### config.mk
export PLATFORM = sky130hd
export DESIGN_NAME = wide_op_seq
export DESIGN_NICKNAME = d
export VERILOG_FILES = /design/src/rtl/wide_op_seq.sv
export SDC_FILE = /design/constraint.sdc
export NUM_CORES = 1
export LEC_CHECK = 0
export ABC_AREA = 1
export CAP_MARGIN = 20
export CORE_ASPECT_RATIO = 1.4
export CORE_MARGIN = 2
export CORE_UTILIZATION = 44
export CTS_BUF_LIST = sky130_fd_sc_hd__clkbuf_8
export DETAILED_ROUTE_END_ITERATION = 6
export GPL_ROUTABILITY_DRIVEN = 0
export PLACE_DENSITY_LB_ADDON = 0.2
export SYNTH_ARGS = -nofsm -noshare
export SYNTH_HDL_FRONTEND = slang
export SYNTH_SLANG_ARGS = --single-unit
### constraint.sdc
create_clock -name CLK -period 1.24 [get_ports CLK]
set_input_delay 0.124 -clock CLK [delete_from_list [all_inputs] [get_ports CLK]]
set_output_delay 0.124 -clock CLK [all_outputs]
set_load 0.02 [all_outputs]
### src/rtl/wide_op_seq.sv
// 16-bit operation sequencer driving an 8-bit combinational ALU in two byte passes.
// Chains carry/shift bits between passes and returns a registered 16-bit result.
package definitions;
    typedef enum logic [2:0] {
        kADD  = 3'd0,
        kSUB  = 3'd1,
        kSHL  = 3'd2,
        kSHR  = 3'd3,
        kXOR  = 3'd4,
        kAND  = 3'd5,
        kOR   = 3'd6,
        kPASS = 3'd7
    } op_mne;
endpackage

module wide_op_seq
    import definitions::*;
(
    input  logic        CLK,
    input  logic        RST_N,
    input  logic        START,
    input  op_mne       OP_IN,
    input  logic [15:0] A16,
    input  logic [15:0] B16,
    output logic [7:0]  ALU_A,
    output logic [7:0]  ALU_B,
    output op_mne       ALU_OP,
    output logic        ALU_C_IN,
    output logic        ALU_S_IN,
    input  logic [7:0]  ALU_OUT,
    input  logic        ALU_C_OUT,
    input  logic        ALU_S_OUT,
    input  logic        ALU_ZERO,
    output logic        BUSY,
    output logic        DONE,
    output logic [15:0] RESULT,
    output logic        CARRY,
    output logic        ZERO16
);

    typedef enum logic [1:0] {
        IDLE = 2'd0,
        P1   = 2'd1,
        P2   = 2'd2
    } state_t;

    state_t      state, state_d;
    op_mne       op_q;
    logic [15:0] a_q, b_q;
    logic [7:0]  p1_out;
    logic        p1_c, p1_s, p1_z;
    logic        in_p2, hi_sel;
    logic [7:0]  a_byte, b_byte;
    logic        carry_d;

    assign in_p2  = (state == P2);
    // Right shifts walk from the high byte down so the shifted bit flows low.
    assign hi_sel = in_p2 ^ (op_q == kSHR);
    assign a_byte = hi_sel ? a_q[15:8] : a_q[7:0];
    assign b_byte = hi_sel ? b_q[15:8] : b_q[7:0];
    assign BUSY   = (state != IDLE);

    always_comb begin
        state_d = state;
        unique case (state)
            IDLE:    if (START) state_d = P1;
            P1:      state_d = P2;
            P2:      state_d = IDLE;
            default: state_d = IDLE;
        endcase
    end

    always_comb begin
        ALU_A    = 8'd0;
        ALU_B    = 8'd0;
        ALU_OP   = kPASS;
        ALU_C_IN = 1'b0;
        ALU_S_IN = 1'b0;
        if (state != IDLE) begin
            ALU_A  = a_byte;
            ALU_B  = b_byte;
            ALU_OP = op_q;
            unique case (op_q)
                kADD: ALU_C_IN = in_p2 & p1_c;
                kSUB: begin
                    // ALU subtract drops the borrow, so use A + ~B + 1.
                    ALU_OP   = kADD;
                    ALU_B    = ~b_byte;
                    ALU_C_IN = in_p2 ? p1_c : 1'b1;
                end
                kSHL, kSHR: begin
                    ALU_B    = 8'd1;
                    ALU_S_IN = in_p2 & p1_s;
                end
                default: ;
            endcase
        end
    end

    always_comb begin
        carry_d = 1'b0;
        unique case (op_q)
            kADD, kSUB: carry_d = ALU_C_OUT;
            kSHL, kSHR: carry_d = ALU_S_OUT;
            default:    carry_d = 1'b0;
        endcase
    end

    always_ff @(posedge CLK or negedge RST_N) begin
        if (!RST_N) begin
            state  <= IDLE;
            op_q   <= kADD;
            a_q    <= 16'd0;
            b_q    <= 16'd0;
            p1_out <= 8'd0;
            p1_c   <= 1'b0;
            p1_s   <= 1'b0;
            p1_z   <= 1'b0;
            RESULT <= 16'd0;
            CARRY  <= 1'b0;
            ZERO16 <= 1'b0;
            DONE   <= 1'b0;
        end else begin
            state <= state_d;
            DONE  <= in_p2;
            if (state == IDLE && START) begin
                op_q <= OP_IN;
                a_q  <= A16;
                b_q  <= B16;
            end
            if (state == P1) begin
                p1_out <= ALU_OUT;
                p1_c   <= ALU_C_OUT;
                p1_s   <= ALU_S_OUT;
                p1_z   <= ALU_ZERO;
            end
            if (in_p2) begin
                RESULT <= (op_q == kSHR) ? {p1_out, ALU_OUT}
                                         : {ALU_OUT, p1_out};
                CARRY  <= carry_d;
                ZERO16 <= p1_z & ALU_ZERO;
            end
        end
    end

endmodule
==> results.yml <==
layout:
  final_core_util_pct: 83.9
  finalNonFillerCells: 623
  antenna-diode-count: 0
  layout_cells_sized_above_1_pct: 47.3
  area.growth.synth_to_final_pct: 83.2
  final_cell_mix: "nand2_1, dfrtp_1, nand2_2"
  nets: 575
  final_common_cell: "nand2_1"
  fin_area_sq_um: 5590
timing:
  rsz0062_at_grt: "yes"
  final.setup.tns_ns: -26.09
  timing.slew.headroom_pct: 75.8
  setup_viol_count_final: 74
  min_period_ns: 1.98
  worstMarginPinSlew_ns: 0.362
  skew_ns: 0.0107
  worst_hold_slack_across_all_endpoints_ns: 0.307
  timing_hold_violations_final: 0
  final_critical_path_setup_slack_ns: -0.743
  fmaxAchievable_mhz: 504
  maxSlewViolCount: 0
  layout_worst_path_cycle_share_pct: 160
route:
  drtAntennaViolNets: 0
  route.final.wire_length_um: 11800
  routed-via-count: 3499
  drc: 0
  drt_pass1_iterations: 5
  detail_route.iter0.violations: 300
  post_drt_via_cell_ratio: 5.62
  wl_per_cell_um: 18.9
outcome:
  outcome: "complete, but fails checks"
  failed_checks: "negative setup slack"
grt:
  grt_antenna_before_repair: 0
  first_global_vias: 3378
  grt_first_pass_wirelength_um: 16300
  track_usage_pct: 28.4
  largest_net_degree_at_the_start_of_global_routing: 68
  global_route.overflow_total: 0
place:
  io_buffer_count: 89
  hpwl_um: 5410
  placed_cells: 583
  placed_cell_area_sq_um: 4330
synth:
  post_synth.cell_area_avg_sq_um: 7.76
  synth_top_area_cell: "dfrtp_1"
  ys_types: 18
  yosys_warnings: 0
  synth_top_area_share_pct: 55.0
  synth_nets: 442
  post_synth_instance_area_sq_um: 3050
  ys_seq_area_share_pct: 55.0
  synthTopCellsByArea: "dfrtp_1, nand2_1, a21oi_1"
  post_synth_inst_count: 393
  synth_seq_cells: 67
setup_path:
  worst_r2r_endpoint: "a_q[7]$_DFFE_PN0P_"
  critPathKind: "reg2out"
  timing.critical_path.required_ns: 1.12
  crit_slowest_cell: "dfrtp_2"
  worst_r2r_path_depth: 10
  endpoint_kind: "primary output"
  arrival_ns: 1.86
  timing.critical_path.cells: "nand2_2 > nor2_4 > nand2_4 > nand2_8 > buf_4 > nand2_1 > nand3_1 > nand2_1 > nor2_4 > buf_4"
  max_stage_delay_ns: 0.42
  worst_r2r_startpoint: "state[1]$_DFFE_PN0P_"
  regToRegSetupSlack_ns: -0.36
  critPathLaunch: "op_q[1]$_DFFE_PN0P_"
  timing.critical_path.from_type: "register"
  setup.worst_path.end: "ALU_B[2]"
  crit_fanout: 5
run:
  maxCapViolations: 0
floorplan:
  core.rowCount: 35
  pin_count: 90
  chipWidth_um: 74.4
  floorplan.initialDensity_pct: 45.8
  dieArea_sq_um: 7620
  floorplan.die.height_um: 102
  core_area_sq_um: 6660
cts:
  ctsHtreeMaxLevel: 3
  clkLatencyLatePin_ns: 0.36
  tritoncts: "yes"
  clock_path_buffers: 2
  clkSlewWorstSetupHoldPaths_ns: 0.08
  root_buf_cell: "clkbuf_8"
  numClockSinks: 67
  cts-buffers-inserted: 9
power:
  leakage_nw: 2.59
  ir_worst_vdd_uv: 1230
  power_per_cell_area_nw_per_um2: 1900
worst_hold_path:
  hold_path.class: "in2async"
critical path, delay by kind of cell (launching register included):
family	cells	cell delay (ns)
buffers and inverters	2	0.30
AND/OR/NAND/NOR	8	0.78
flip-flops	1	0.42
flip-flops by register name, indices dropped and copies added (netlist names):
name,cells
p1_out,8
b_q,16
a_q,16
p1_c,1
state,2
op_q,3
DONE,1
RESULT,16
p1_s,1
CARRY,1
p1_z,1
ZERO16,1
cell type report:
class	count	area, sq um
clock inverter	6	113
clock buffer	10	138
sequential	67	1680
inverter	9	50.0
tap	92	115
multi-input combinational	299	1940
fill	357	1070
timing repair buffer	140	1550
worst min-delay path by stage:
| stage | start | end | slack (ns) | cells after the start |
|---|---|---|---|---|
| detailed placement | RST_N | RESULT[13]$_DFFE_PN0N_ | 0.17 | 2 |
| global route | A16[12] | a_q[12]$_DFFE_PN0P_ | 0.34 | 3 |
| global placement | RST_N | RESULT[14]$_DFFE_PN0N_ | 0.17 | 2 |
| floorplan | RST_N | CARRY$_DFFE_PN0N_ | -0.17 | 0 |
| CTS | B16[3] | b_q[3]$_DFFE_PN0P_ | 0.29 | 3 |
| finish | RST_N | RESULT[13]$_DFFE_PN0N_ | 0.31 | 3 |
timing repair:
action,4_1_cts,5_1_grt
buffers inserted,14,4
pin swaps,19,32
endpoints found under the setup margin,76,85
endpoints found under the hold margin,67,0
hold buffers,1,0
resized for setup,240,127
gates cloned,6,1
report_power, final:
group / total (mW) / internal [mW] / switching, mW
clock network: 2.30 / 1.39 / 0.908
logic: 4.88 / 2.15 / 2.73
registers: 3.44 / 2.86 / 0.588
total: 10.6 / 6.40 / 4.22
cell families (layout without fill, tap and decap cells):
family                 count (synthesis)  in the layout  synth area share (%)
AO/OA/AOI/OAI                         57             57                  9.48
AND/OR/NAND/NOR                      242            242                  31.8
buffers and inverters                 27            165                  3.77
flip-flops                            67             67                  55.0
synth_stat cells, drive strengths merged:
cell    number
nand2      178
dfrtp       67
nor2        46
a21oi       41
nand3       18
o21ai       14
clkbuf      12
inv          9
buf          6
a31oi        1
o211ai       1
metal layers:
metal	up-vias	global-route usage (%)	wire, um	share of wire [%]
met5	-	0	0	0
met4	0	12.8	544	4.6
met3	61	5.96	803	6.8
met2	206	50.3	6350	54
met1	1710	32.5	4090	35
li1	1522	-	-	-
per-stage QoR:
step / setup slack, ns / power, mW
5_1_grt: -0.811 / 11.1
6_report: -0.743 / 10.6
4_1_cts: -0.657 / 9.87
3_5_place_dp: -0.734 / 6.98
3_3_place_gp: -0.702 / 6.89
2_1_floorplan: -0.222 / 5.23
Note: power is estimated with default switching activity, not from simulation.
==> RTL change 1, RTL diff (same settings) <==
Encoding of `state_t`: now one-hot (3 bits for 3 states).
--- a/src/rtl/wide_op_seq.sv
+++ b/src/rtl/wide_op_seq.sv
@@ -40,6 +40,6 @@
 
-    typedef enum logic [1:0] {
-        IDLE = 2'd0,
-        P1   = 2'd1,
-        P2   = 2'd2
+    typedef enum logic [2:0] {
+        IDLE = 3'b001,
+        P1   = 3'b010,
+        P2   = 3'b100
     } state_t;
Behaviour: same outputs for any inputs over 10 cycles, from zero or initial values and one cycle with RST_N low; not proved beyond that.
==> RTL change 1 against the original RTL <==
The run still ends with setup timing left. Sequential cell count up 1. Utilization up 0.64 points. Design area up 5.7%. Critical path depth down 1. Final cell count up 3.4%. Count of clock-buffer cells in the layout unchanged. Sequential share of layout area down 1.2 points. Routed wire length up 3.9%. Hold slack worse by 0.017 ns. Setup slack better by 0.0081 ns. Area after synthesis up 4.1%.
Power is not compared: it rests on default switching activity, and its combinational part moved more than twofold at a synthesized area within 25%.
==> RTL change 1: results (changes against the original RTL) <==
Clock Skew=0.0101 ns (-0.000506 ns); sequential portion of the cell area=28.9% (-1.2 points); R2R Path Start=state[0]; Worst path slowest cell=dfstp_2; number of synthesized register bits=68 (+1.5%); violated checks=setup timing; critical register-to-register path endpoint=b_q[11]; wire length per cell=19.0 um (+0.50%); multi-input combinational cell count=306 (+2.3%); synthesized netlist net count=448 (+1.4%); dominant cells by area after synthesis=dfrtp_1 53%, nand2_1 19%, a21oi_1 6.6%; core area=6980 um^2 (+4.9%); dpl hpwl=5.88 mm (+8.7%); wire length of the first global-routing pass=18.5 mm (+14%); worst hold slack across all endpoints=0.290 ns (-0.0170 ns); status=complete, but fails checks; total global-route track usage=31.2% (+2.8 points); Switching Power=7.36 mW; count of filler cells inserted in the layout=374 (+4.8%); First DRT Iteration DRCs=232 (-23%); synth cell count leaders=164 x nand2_1, 67 x dfrtp_1, 45 x nor2_1, 42 x a21oi_1, 24 x nand3_1; worst path setup slack after routing=-0.735 ns (+0.00809 ns); number of distinct library cell variants in the gate-level netlist after synthesis=24 (+6); Area after DPL=4630 um^2 (+7.1%); flop-to-flop setup slack=-0.64 ns (-0.28 ns); Layout clock buffers=10 (unchanged); share of cell area taken by multi-input logic gates=36.8% (+2.1 points); largest incremental delay on the critical path=0.55 ns (+0.13 ns); total iterations of the first detailed-routing run=4 (-1); Nets=593 (+3.1%); sequential cell area fraction in the yosys report=53.6% (-1.3 points); clock distribution area overhead in the final layout=3.81% (-0.66 points); critical path peak fanout=8 (+3); routed vias/inst=5.50 (-2.1%); total setup violations reported at the end of the flow=89 (+20%); proportion of layout cells with a drive suffix above 1=49.7% (+2.5 points); cell count of the worst reg-to-reg path=12 (+2); number of global-route vias before repair=3823 (+13%)
[RTL change 1: changes by cell type in the layout (fill, tap and decap cells not counted), moves of 8 or more]
cell	change
buf_4	+8
clkdlybuf4s15_1	+9
dlygate4sd2_1	-16
nand2_1	+22
nand2_2	-15
nand2_4	-15
nand3_2	+9
nor2_1	-24
nor2_2	-9
nor2_4	+33
[RTL change 1: logic make-up (layout without fill, tap and decap cells)]
family,after synthesis,after routing,share of synthesized area (%)
flip-flops,68,68,53.6
buffers and inverters,27,175,4.30
AO/OA/AOI/OAI,58,58,9.34
AND/OR/NAND/NOR,246,248,32.7
[RTL change 1: tightest hold or removal path: cells and delay by family]
family                 cells  cell delay [ns]
buffers and inverters      3             0.93
[RTL change 1: per-stage QoR]
stage	cells	setup TNS [ns]	setup slack, ns	utilization, %
2_1_floorplan	399	-3.48	-0.119	-
3_3_place_gp	598	-26.95	-0.682	66.3
3_5_place_dp	598	-29.58	-0.748	66.3
4_1_cts	638	-35.72	-0.695	81.7
5_1_grt	644	-49.34	-0.797	84.6
6_report	644	-44.42	-0.735	84.6
[RTL change 1: how the worst max path moves through the flow]
stage	cells past startpoint	slack (ns)	endpoint
CTS	9	-0.70	ALU_A[4]
global placement	9	-0.68	ALU_B[1]
floorplan	6	-0.12	ALU_B[2]
detailed placement	9	-0.75	ALU_B[4]
finish	9	-0.73	ALU_B[4]
global route	9	-0.80	ALU_B[4]
[RTL change 1: routing by layer]
| layer | part of all wire [%] | vias up | track usage, % |
|---|---|---|---|
| met5 | 0 | - | 0 |
| met4 | 3.5 | 0 | 15.4 |
| met3 | 5.6 | 43 | 6.10 |
| met2 | 56 | 173 | 54.5 |
| met1 | 35 | 1747 | 34.2 |
| li1 | - | 1579 | - |
==> RTL change 2, RTL diff (same settings) <==
Without the edit above. Register the output `ALU_A`, with the module's reset; this adds one clock of latency there. The other outputs are not delayed to match.
--- a/src/rtl/wide_op_seq.sv
+++ b/src/rtl/wide_op_seq.sv
@@ -46,2 +46,4 @@
 
+    logic [7:0] ALU_A_d;
+
     state_t      state, state_d;
@@ -73,3 +75,3 @@
     always_comb begin
-        ALU_A    = 8'd0;
+        ALU_A_d  = 8'd0;
         ALU_B    = 8'd0;
@@ -79,3 +81,3 @@
         if (state != IDLE) begin
-            ALU_A  = a_byte;
+            ALU_A_d = a_byte;
             ALU_B  = b_byte;
@@ -145,2 +147,10 @@
 
+    always_ff @(posedge CLK or negedge RST_N) begin
+        if (!RST_N) begin
+            ALU_A <= '0;
+        end else begin
+            ALU_A <= ALU_A_d;
+        end
+    end
+
 endmodule
Behaviour: not the same (a bounded check fails within 4 cycles, from zero or initial values and one cycle with RST_N low).
==> RTL change 2 against the original RTL <==
The flow still finishes with violations (setup timing). Synthesized cell count rose by 2.0%. Fmax grew 1.0%. Global-route usage is 1.2 points higher. Area after synthesis grew 6.7%. Setup slack better by 0.020 ns. Utilization is 0.70 points lower. Power is 1.6% higher. Design area up 8.3%. Routed wire length grew 10%. Sequential cell count increased by 8. Clock skew up 0.0013 ns.
==> RTL change 2: results (changes against the original RTL) <==
violated checks=setup timing; status=complete, but fails checks; total setup violations reported at the end of the flow=75 (+1.4%); count of filler cells inserted in the layout=381 (+6.7%); actual slew at the worst max-slew pin=0.401 ns (+0.0381 ns); Clock Skew=0.0120 ns (+0.00133 ns); total iterations of the first detailed-routing run=4 (-1); cell count of the worst reg-to-reg path=9 (-1); sequential cell area fraction in the yosys report=57.7% (+2.7 points); synth cell count leaders=172 x nand2_1, 75 x dfrtp_1, 45 x nor2_1, 41 x a21oi_1, 17 x nand3_1; Worst Path Arrival=1.84 ns (-0.02 ns); total negative setup slack=-21.86 ns (+4.23 ns); R2R Path Start=op_q[1]; synthesized netlist net count=450 (+1.8%); total global-route track usage=29.6% (+1.2 points); wire length per cell=20.3 um (+7.3%); Nets=588 (+2.3%); flop-to-flop setup slack=-0.54 ns (-0.18 ns); Area after DPL=4520 um^2 (+4.5%); routed vias/inst=5.38 (-4.2%); wire length of the first global-routing pass=18.4 mm (+13%); dominant cells by area after synthesis=dfrtp_1 58%, nand2_1 20%, a21oi_1 6.3%; maximum number of pins on one net before global-route repair=76 (+12%); cell leakage power=2.84 nW (+10%); worst path setup slack after routing=-0.723 ns (+0.0200 ns); path category of the worst min-delay check=in2reg
-- RTL change 2: cells by family (layout without fill, tap and decap cells) --
| kind of cell | after synthesis | in the layout | synth area share (%) |
|---|---|---|---|
| AO/OA/AOI/OAI | 57 | 57 | 8.88 |
| flip-flops | 75 | 75 | 57.7 |
| buffers and inverters | 27 | 168 | 3.54 |
| AND/OR/NAND/NOR | 242 | 244 | 29.9 |
-- RTL change 2: what timing repair did --
item | CTS | global route
resized for setup | 262 | 132
hold buffers | 1 | 0
cloned | 10 | 0
pin swaps | 47 | 39
setup buffers | 17 | 6
endpoints found under the hold margin | 75 | 0
setup endpoints to repair | 84 | 85
-- RTL change 2: path summary, 6_finish.rpt --
path,to
min in group asynchronous,ALU_A[3]
worst max register to register,ALU_A[3]
worst min register to register,p1_z
worst min-delay path,a_q[12]
max in group asynchronous,op_q[2]
worst max-delay path,ALU_B[3]
-- RTL change 2: cell type report --
type	count	share of cell area, %
well taps	97	2.01
clock buffers	11	2.50
clock inverters	5	0.600
flip-flops and latches	75	31.1
multi-input cells	301	36.8
repair buffers	143	26.2
inverters	9	0.827
-- RTL change 2: where the power goes --
| part | total, mW | switching [mW] | internal (mW) | leakage (nW) |
|---|---|---|---|---|
| Clock | 1.83 | 0.994 | 0.840 | 0.0880 |
| Combinational | 5.14 | 2.92 | 2.22 | 1.85 |
| Sequential | 3.81 | 0.632 | 3.18 | 0.910 |
-- RTL change 2: critical path, cell delays in order (launching register included) --
cell	delay (ns)
dfrtp_2	0.46
nand2_2	0.09
nor2_4	0.16
nand2_8	0.12
buf_12	0.17
nand3_4	0.07
nand3_2	0.11
nand2_2	0.13
nor2_4	0.04
buf_6	0.12
-- RTL change 2: metrics by stage --
step / hold WS, ns / std cells / worst slack [ns] / util (%) / power (mW)
2_1_floorplan: -0.172 / 401 / -0.213 / - / 5.54
3_3_place_gp: 0.176 / 598 / -0.622 / 62.2 / 7.20
3_5_place_dp: 0.173 / 598 / -0.680 / 62.2 / 7.28
4_1_cts: 0.299 / 641 / -0.574 / 76.8 / 9.91
5_1_grt: 0.325 / 641 / -0.783 / 83.2 / 11.3
6_report: 0.307 / 641 / -0.723 / 83.2 / 10.8
-- RTL change 2: per-layer routing --
| metal | global-route usage, % | vias up | share of wire [%] |
|---|---|---|---|
| met5 | 0 | - | 0 |
| met4 | 19.2 | 0 | 5.1 |
| met3 | 5.91 | 51 | 5.7 |
| met2 | 51.5 | 166 | 54 |
| met1 | 32.5 | 1684 | 35 |
| li1 | - | 1549 | - |
